[src/rtl/uart_pkg.sv]
// uart_pkg
// Shared definitions for the UART receive and transmit cores.
//   rx_state_t          : receiver state encoding
//   DEFAULT_CLK_PER_BIT : system clocks per bit (100 MHz / 115200 baud)
package uart_pkg;

  localparam int DEFAULT_CLK_PER_BIT = 868;

  typedef enum logic [2:0] {
    ST_IDLE  = 3'd0,
    ST_ARMED = 3'd1,
    ST_START = 3'd2,
    ST_DATA  = 3'd3,
    ST_STOP  = 3'd4
  } rx_state_t;

endpackage

[src/rtl/sync_2ff.sv]
// sync_2ff
// Two-flop synchronizer for bringing asynchronous signals into the clk domain.
// Ports:
//   clk  : system clock
//   rstn : asynchronous active-low reset, loads RESET_VAL into both flops
//   d    : asynchronous input
//   q    : synchronized output
module sync_2ff #(
  parameter int               WIDTH     = 1,
  parameter logic [WIDTH-1:0] RESET_VAL = '1
) (
  input  logic             clk,
  input  logic             rstn,
  input  logic [WIDTH-1:0] d,
  output logic [WIDTH-1:0] q
);

  logic [WIDTH-1:0] meta;

  // Both stages reset to the line's idle value so no false edge appears after reset
  always_ff @(posedge clk or negedge rstn) begin
    if (!rstn) begin
      meta <= RESET_VAL;
      q    <= RESET_VAL;
    end else begin
      meta <= d;
      q    <= meta;
    end
  end

endmodule

[src/rtl/uart_rx_core.sv]
// uart_rx_core
// Request-driven 8N1 UART receiver. A one-cycle r_valid while idle arms the
// receiver for one byte; the byte is delivered with a one-cycle rx_done pulse.
// Ports:
//   clk     : system clock, rising edge
//   rstn    : asynchronous active-low reset
//   rxd     : asynchronous serial line, idle high, LSB first
//   r_valid : one-cycle receive request, honoured only while ready=1
//   ready   : high while idle
//   r_data  : last correctly framed byte, held until the next good frame
//   rx_done : one-cycle pulse, r_data valid in the same cycle
//   ferr    : one-cycle pulse on a stop-bit framing error
module uart_rx_core
  import uart_pkg::*;
#(
  parameter int CLK_PER_BIT = DEFAULT_CLK_PER_BIT
) (
  input  logic       clk,
  input  logic       rstn,
  input  logic       rxd,
  input  logic       r_valid,
  output logic       ready,
  output logic [7:0] r_data,
  output logic       rx_done,
  output logic       ferr
);

  localparam logic [15:0] BIT_LAST  = 16'(CLK_PER_BIT - 1);
  localparam logic [15:0] HALF_LAST = 16'(CLK_PER_BIT / 2 - 1);

  rx_state_t   state, state_next;
  logic [15:0] cnt, cnt_next;
  logic [2:0]  bit_idx, bit_idx_next;
  logic [7:0]  shift_reg, shift_next;
  logic [7:0]  data_next;
  logic        done_next, ferr_next;
  logic        rxd_s, rxd_prev;

  sync_2ff #(
    .WIDTH     (1),
    .RESET_VAL (1'b1)
  ) u_sync (
    .clk  (clk),
    .rstn (rstn),
    .d    (rxd),
    .q    (rxd_s)
  );

  // Registered state, datapath and outputs; ready follows the next state so it
  // rises together with rx_done
  always_ff @(posedge clk or negedge rstn) begin
    if (!rstn) begin
      state     <= ST_IDLE;
      cnt       <= '0;
      bit_idx   <= '0;
      shift_reg <= '0;
      r_data    <= '0;
      rx_done   <= 1'b0;
      ferr      <= 1'b0;
      ready     <= 1'b1;
      rxd_prev  <= 1'b1;
    end else begin
      state     <= state_next;
      cnt       <= cnt_next;
      bit_idx   <= bit_idx_next;
      shift_reg <= shift_next;
      r_data    <= data_next;
      rx_done   <= done_next;
      ferr      <= ferr_next;
      ready     <= (state_next == ST_IDLE);
      rxd_prev  <= rxd_s;
    end
  end

  // Next-state logic. Start detection needs a true 1->0 transition, so a line
  // that is already low when the receiver is armed is ignored until it rises.
  always_comb begin
    state_next   = state;
    cnt_next     = cnt;
    bit_idx_next = bit_idx;
    shift_next   = shift_reg;
    data_next    = r_data;
    done_next    = 1'b0;
    ferr_next    = 1'b0;
    case (state)
      ST_IDLE: begin
        if (r_valid) state_next = ST_ARMED;
      end
      ST_ARMED: begin
        if (rxd_prev && !rxd_s) begin
          cnt_next   = '0;
          state_next = ST_START;
        end
      end
      ST_START: begin
        if (cnt == HALF_LAST) begin
          if (!rxd_s) begin
            cnt_next     = '0;
            bit_idx_next = '0;
            state_next   = ST_DATA;
          end else begin
            // Line went back high before mid start bit: glitch, re-arm
            state_next = ST_ARMED;
          end
        end else begin
          cnt_next = cnt + 16'd1;
        end
      end
      ST_DATA: begin
        if (cnt == BIT_LAST) begin
          cnt_next            = '0;
          shift_next[bit_idx] = rxd_s;
          if (bit_idx == 3'd7) state_next = ST_STOP;
          else                 bit_idx_next = bit_idx + 3'd1;
        end else begin
          cnt_next = cnt + 16'd1;
        end
      end
      ST_STOP: begin
        if (cnt == BIT_LAST) begin
          cnt_next = '0;
          if (rxd_s) begin
            data_next  = shift_reg;
            done_next  = 1'b1;
            state_next = ST_IDLE;
          end else begin
            // Bad stop bit: the request stays pending
            ferr_next  = 1'b1;
            state_next = ST_ARMED;
          end
        end else begin
          cnt_next = cnt + 16'd1;
        end
      end
      default: state_next = ST_IDLE;
    endcase
  end

endmodule

[config.mk]
export PLATFORM = sky130hd
export DESIGN_NAME = uart_rx_core
export DESIGN_NICKNAME = d
export VERILOG_FILES = /design/src/rtl/uart_pkg.sv /design/src/rtl/sync_2ff.sv /design/src/rtl/uart_rx_core.sv
export SDC_FILE = /design/constraint.sdc
export NUM_CORES = 1
export LEC_CHECK = 0
export CORE_AREA = 2 2 66 68
export DETAILED_ROUTE_END_ITERATION = 12
export DIE_AREA = 0 0 68 70
export PLACE_DENSITY = 0.81
export SLEW_MARGIN = 40
export SYNTH_ARGS = -nofsm -noshare
export SYNTH_HDL_FRONTEND = slang
export SYNTH_SLANG_ARGS = --single-unit
[constraint.sdc]
create_clock -name clk -period 4.9 [get_ports clk]
set_input_delay 0.98 -clock clk [delete_from_list [all_inputs] [get_ports clk]]
set_output_delay 0.98 -clock clk [all_outputs]
set_load 0.03 [all_outputs]
==> flow_summary.toml, run 1 <==
[routing]
first_iter_violations = 112
drtPass1Iterations = 4
drtAntennaViolNets = 0
viasPerCell = 5.92
drt-total-wl_mm = 4.09
num_vias = 1610
detail_route.wl_per_cell_um = 15.0
drc = 0

[placed_design]
gp_congestion = 0.856
dp_slack_ps = 2330
port-buffer-count = 14
dp_hpwl_mm = 2.79
dpl.cell_count = 264

[clock_tree]
cts_setup_buffers = 0
clkTransAtPathRegs_ps = 80
ctsHoldBuffers = 0
cts_tree = "done"
cts_buffer_depth = 2
numCtsBuffers = 5
cts-root-buf = "clkbuf_8"
cts-htree-levels = 2
worstSkewPairLatency_ps = 300
clkSinkCount = 44
cts_resized = 0

[worst_setup_path]
cp-end-kind = "register"
worst-path-buf-inv = 0
worstPathArrival_ps = 2760
critPathTopFamily = "simple AND/OR/NAND/NOR gates"
rrSetupSlack_ps = 2330
crit_cells = 5
cp.required_ps = 5090
critical_path.max_stage_delay_ps = 580
cp_max_fo = 20
critPathLaunch = "cnt[12]"
cp_slowest_cell = "or4_4"
setup.worst_path.end = "cnt[12]"
r2r-end = "cnt[12]"
rr_startpoint = "cnt[12]"
path_class = "reg -> reg"
critPathLaunchType = "register"
path_cells = "or4_4, nor4_4, o32ai_4, and3_1, a221o_1"
r2r_cells = 5

[timing]
grt_setup_unrepaired = "false"
fin_skew_ps = 7.97
maxSlewHeadroom_pct = 45.8
setup_tns_ps = 0
drv_slew = 0
hold_viol = 0
finalCriticalPeriod_ps = 2570
finalCritPeriodShare_pct = 52.4
hold_slack_ps = 361
setup_viol = 0
worst_pin_slew_ps = 807
setup_ws_ps = 2330
fmax_mhz = 390

[yosys]
ys.warnings.count = 0
yosysSeqAreaShare_pct = 51.5
yosys-top-cells-area = "dfrtp_1 47%, dfstp_2 4.9%, mux2_2 4.7%, mux2_1 3.7%, nand2_1 3.7%"
yosysTopAreaCell = "dfrtp_1"
yosys.cell_types.count = 45
synth_commonest_cells = "40 x dfrtp_1, 21 x nand2_1, 12 x nand3_1"
syn_inst = 206
syn_area_um2 = 2150
yosysMostFrequentCell = "dfrtp_1"
netlist.area_leader.share_pct = 46.6
syn_nets = 214
synth_edf_count = 0
synth_flop_cell = "dfrtp_1"
ys_async_sr_fraction_pct = 100
syn-mean-instance-area_um2 = 10.4
ys_ff_latch = 44

[power]
p_sw_uw = 361
p_sw_share_pct = 35.6
pwr-share-seq_pct = 45.1
cellInternalPower_uw = 653
clockPowerShare_pct = 27.3
p_comb_share_pct = 27.7
power_leakage_nw = 1.07
ir_worst_vdd_uv = 178
powerDensity_nw_per_um2 = 414
power_mw = 1.01

[floorplanning]
die_w_um = 68
boundaryPins = 15
dieHeight_um = 70
dieArea_um2 = 4760
start_util_pct = 51.9
coreArea_um2 = 4140
rows = 24

[finish]
largest_reg_flops = 16
n_fill_cell = 359
fin_nets = 227
layout-drive-gt1-share_pct = 12.7
antenna_cells = 0
multiInputGateArea_um2 = 1000
final_cells = 272
area_growth_pct = 14.0
regArea_um2 = 1110

[global_route]
grt_use_total_pct = 19.5
first_global_vias = 1560
grt_start_max_net_pins = 45
grt_pass1_wl_mm = 6.92
antenna_found_initial = 0
gr-total-overflow = 0

[flow_run]
maxCapViolations = 0

[run_status]
status = "finished, final reports clean"

[hold_path]
hp-class = "reg -> reg"
stage by stage:
step                      utilization [%]  area (um^2)
after floorplan                         -         2150
after global placement               56.1         2330
after detailed placement             56.5         2340
after CTS                            59.1         2450
after global routing                 59.1         2450
final                                59.1         2450
cells in the final DEF (no fill, tap or decap), types with 2 or more instances in the layout:
cell type        instances
xor2_1                   2
xnor2_1                  2
nand2b_1                 4
o21ai_0                 11
clkbuf_8                 5
and3_1                   5
nor3_1                   8
nand2_1                 21
a31oi_1                  8
nand3_1                 12
nor2_1                  11
o22ai_1                  2
nand4_1                  3
mux2i_1                  3
clkdlybuf4s50_1         13
mux2_2                   9
ha_1                     4
nand3b_1                 3
a21oi_1                  9
mux2_1                   7
or4_4                    2
dfstp_2                  4
inv_1                    8
dfrtp_1                 40
final cells by class:
type / instances / share of cell area (%)
flip-flops and latches: 44 / 45.1
inverters: 8 / 1.23
repair buffers: 14 / 5.62
well taps: 52 / 2.65
clock inverters: 3 / 1.74
clock buffers: 5 / 2.81
multi-input cells: 146 / 40.8
power by group through the flow:
stage	clock [mW]	combinational, mW	sequential, mW
2_1_floorplan	0	0.222	0.440
4_1_cts	0.285	0.279	0.456
3_5_place_dp	0	0.278	0.463
6_report	0.276	0.281	0.457
3_3_place_gp	0	0.260	0.459
5_1_grt	0.296	0.314	0.466
cell families (layout without fill, tap and decap cells):
kind of cell / count (synthesis) / in the layout / synth area share (%)
buffers and inverters: 16 / 30 / 2.85
AOI/OAI and AO/OA: 40 / 40 / 11.5
and+or+nand+nor: 79 / 79 / 20.5
adders and majority gates: 4 / 4 / 2.33
DFF: 44 / 44 / 51.5
xor gates and xnor gates: 4 / 4 / 1.63
muxes: 19 / 19 / 9.78
metal layers:
metal  wire length (um)  global-route usage, %  up-vias
li1                   -                      -      770
met1               1760                   23.1      796
met2               2120                   32.3       37
met3                136                   3.86        7
met4                 71                   11.1        0
met5                  0                      0        -
worst min path at each step:
stage                      startpoint        to  depth (start not counted)  slack [ps]
after floorplan           u_sync.meta  u_sync.q                          0         350
after global placement    u_sync.meta  u_sync.q                          0         350
after detailed placement  u_sync.meta  u_sync.q                          0         350
after CTS                 u_sync.meta  u_sync.q                          0         360
after global routing      u_sync.meta  u_sync.q                          0         360
final                     u_sync.meta  u_sync.q                          0         360
Power figures use the tool's default switching activity.
==> run 2: changes to the inputs <==
Settings changed: CORE_AREA 2 2 66 68 to 2 2 68 70, DIE_AREA 0 0 68 70 to 0 0 70 72, PLACE_DENSITY 0.81 to 0.8.
Clock period 4.9 ns to 2.1 ns, I/O delays scaled along.
==> run 2 against run 1 <==
  * The run now ends with setup timing left
  * Final area rose by 17%
  * Sequential share of layout area down 6.5 points
  * Non-clock buffer count grew 33
  * Die area up 5.9%
==> flow_summary.toml, run 2 (synthesized netlist as in run 1, its figures left out) <==
[run_status]
status = "complete, but fails checks"
violations = "setup timing"

[clock_tree]
cts-root-buf = "clkbuf_8"
cts_buffer_depth = 2
cts_tree = "done"
cts-htree-levels = 2
numCtsBuffers = 5
clkSinkCount = 44
clkTransAtPathRegs_ps = 80
worstSkewPairLatency_ps = 300

[power]
p_comb_share_pct = 41.7
power_mw = 2.73
ir_worst_vdd_uv = 538
power_leakage_nw = 1.28
p_sw_share_pct = 36.5
p_sw_uw = 997
pwr-share-seq_pct = 38.3
cellInternalPower_mw = 1.73
powerDensity_nw_per_um2 = 954
clockPowerShare_pct = 19.9

[worst_setup_path]
cp.required_ps = 2290
path_class = "reg -> reg"
critPathLaunchType = "register"
path_cells = "or4_4, nor4_4, buf_4, nand3b_1, nor3_2, mux2_1"
rr_startpoint = "cnt[2]"
cp_max_fo = 4
rrSetupSlack_ps = -120
r2r_cells = 6
cp-end-kind = "register"
worstPathArrival_ps = 2410
critical_path.max_stage_delay_ps = 560
r2r-end = "shift_reg[4]"
cp_slowest_cell = "or4_4"

[global_route]
grt_pass1_wl_mm = 7.60
first_global_vias = 1720
grt_start_max_net_pins = 24
grt_use_total_pct = 19.0
antenna_found_initial = 0
gr-total-overflow = 0

[timing]
finalCritPeriodShare_pct = 106
fmax_mhz = 450
fin_skew_ps = 12.8
setup_viol = 27
hold_viol = 0
setup_ws_ps = -121
finalCriticalPeriod_ps = 2220
grt_setup_unrepaired = "true"
maxSlewHeadroom_pct = 52.4
drv_slew = 0
worst_pin_slew_ps = 697

[routing]
drtAntennaViolNets = 0
drtPass1Iterations = 4
viasPerCell = 5.83
detail_route.wl_per_cell_um = 15.8
first_iter_violations = 111
drt-total-wl_mm = 4.81
drc = 0
num_vias = 1779

[placed_design]
gp_congestion = 0.871
dp_hpwl_mm = 3.24
port-buffer-count = 14

[floorplanning]
coreArea_um2 = 4260
start_util_pct = 50.4
rows = 24
dieHeight_um = 72
die_w_um = 70
dieArea_um2 = 5040
boundaryPins = 15

[finish]
fin_util_pct = 67.1
fin_nets = 260
multiInputGateArea_um2 = 1130
layout.cells.most_common = "dfrtp_1"
antenna_cells = 0
regArea_um2 = 1110
area_growth_pct = 33.1
n_fill_cell = 332
layout-drive-gt1-share_pct = 33.6
largest_reg_flops = 16
layout_common_cells = "40 x dfrtp_1, 28 x buf_4, 21 x nand2_1"

[hold_path]
hp-class = "in -> async"

[flow_run]
maxCapViolations = 0
[run 2: stage by stage]
stage / cells / hold slack (ps) / cell area [um^2] / setup TNS (ps) / worst slack [ps]
5_1_grt: 305 / 135 / 2860 / -4060 / -230
2_1_floorplan: 206 / 124 / 2160 / -2420 / -133
6_report: 305 / 83.5 / 2860 / -1470 / -121
4_1_cts: 301 / 103 / 2690 / -620 / -113
3_3_place_gp: 293 / 346 / 2570 / -5.96 / -5.96
3_5_place_dp: 293 / 347 / 2570 / -588 / -101
[run 2: area by class of cell]
type                       count  area share [%]
tap                           52            2.27
multi-input combinational    146            39.5
timing repair buffer          47            15.1
clock inverter                 2           0.350
sequential                    44            38.7
inverter                       8            1.18
clock buffer                   6            2.89
[run 2: power groups by stage]
stage	Combinational [mW]	Sequential (mW)	Clock, mW
global route	1.23	1.06	0.589
CTS	0.869	1.04	0.560
floorplan	0.552	1.03	0
finish	1.14	1.05	0.544
global placement	0.810	1.05	0
detailed placement	0.832	1.05	0
[run 2: routing by layer]
layer	global-route usage, %	routed length [um]	vias to the layer above	share of wire (%)
met5	0	0	-	0
met4	10.3	141	0	2.9
met3	4.44	149	16	3.1
met2	32.5	2490	42	52
met1	22.5	2030	875	42
li1	-	-	846	-
[run 2: worst max-delay path by stage]
stage               startpoint      endpoint  slack (ps)  cells past startpoint
floorplan               cnt[2]  shift_reg[0]        -130                      5
global placement       cnt[12]       cnt[13]          -6                      7
detailed placement      cnt[2]  shift_reg[4]        -100                      6
CTS                     cnt[2]  shift_reg[2]        -110                      6
global route            cnt[2]  shift_reg[2]        -230                      6
finish                  cnt[2]  shift_reg[4]        -120                      6
[run 2: repair_timing]
item	in CTS	in global routing
cloned	0	1
buffers inserted	0	3
endpoints found under the setup margin	15	36
hold buffers	0	0
resized for setup	5	33
pin swaps	4	3
[run 2: critical path, delay by kind of cell (launching register included)]
family        cells  cell delay (ps)
buf+inv           1              160
flops             1              390
simple gates      4             1220
mux               1              340
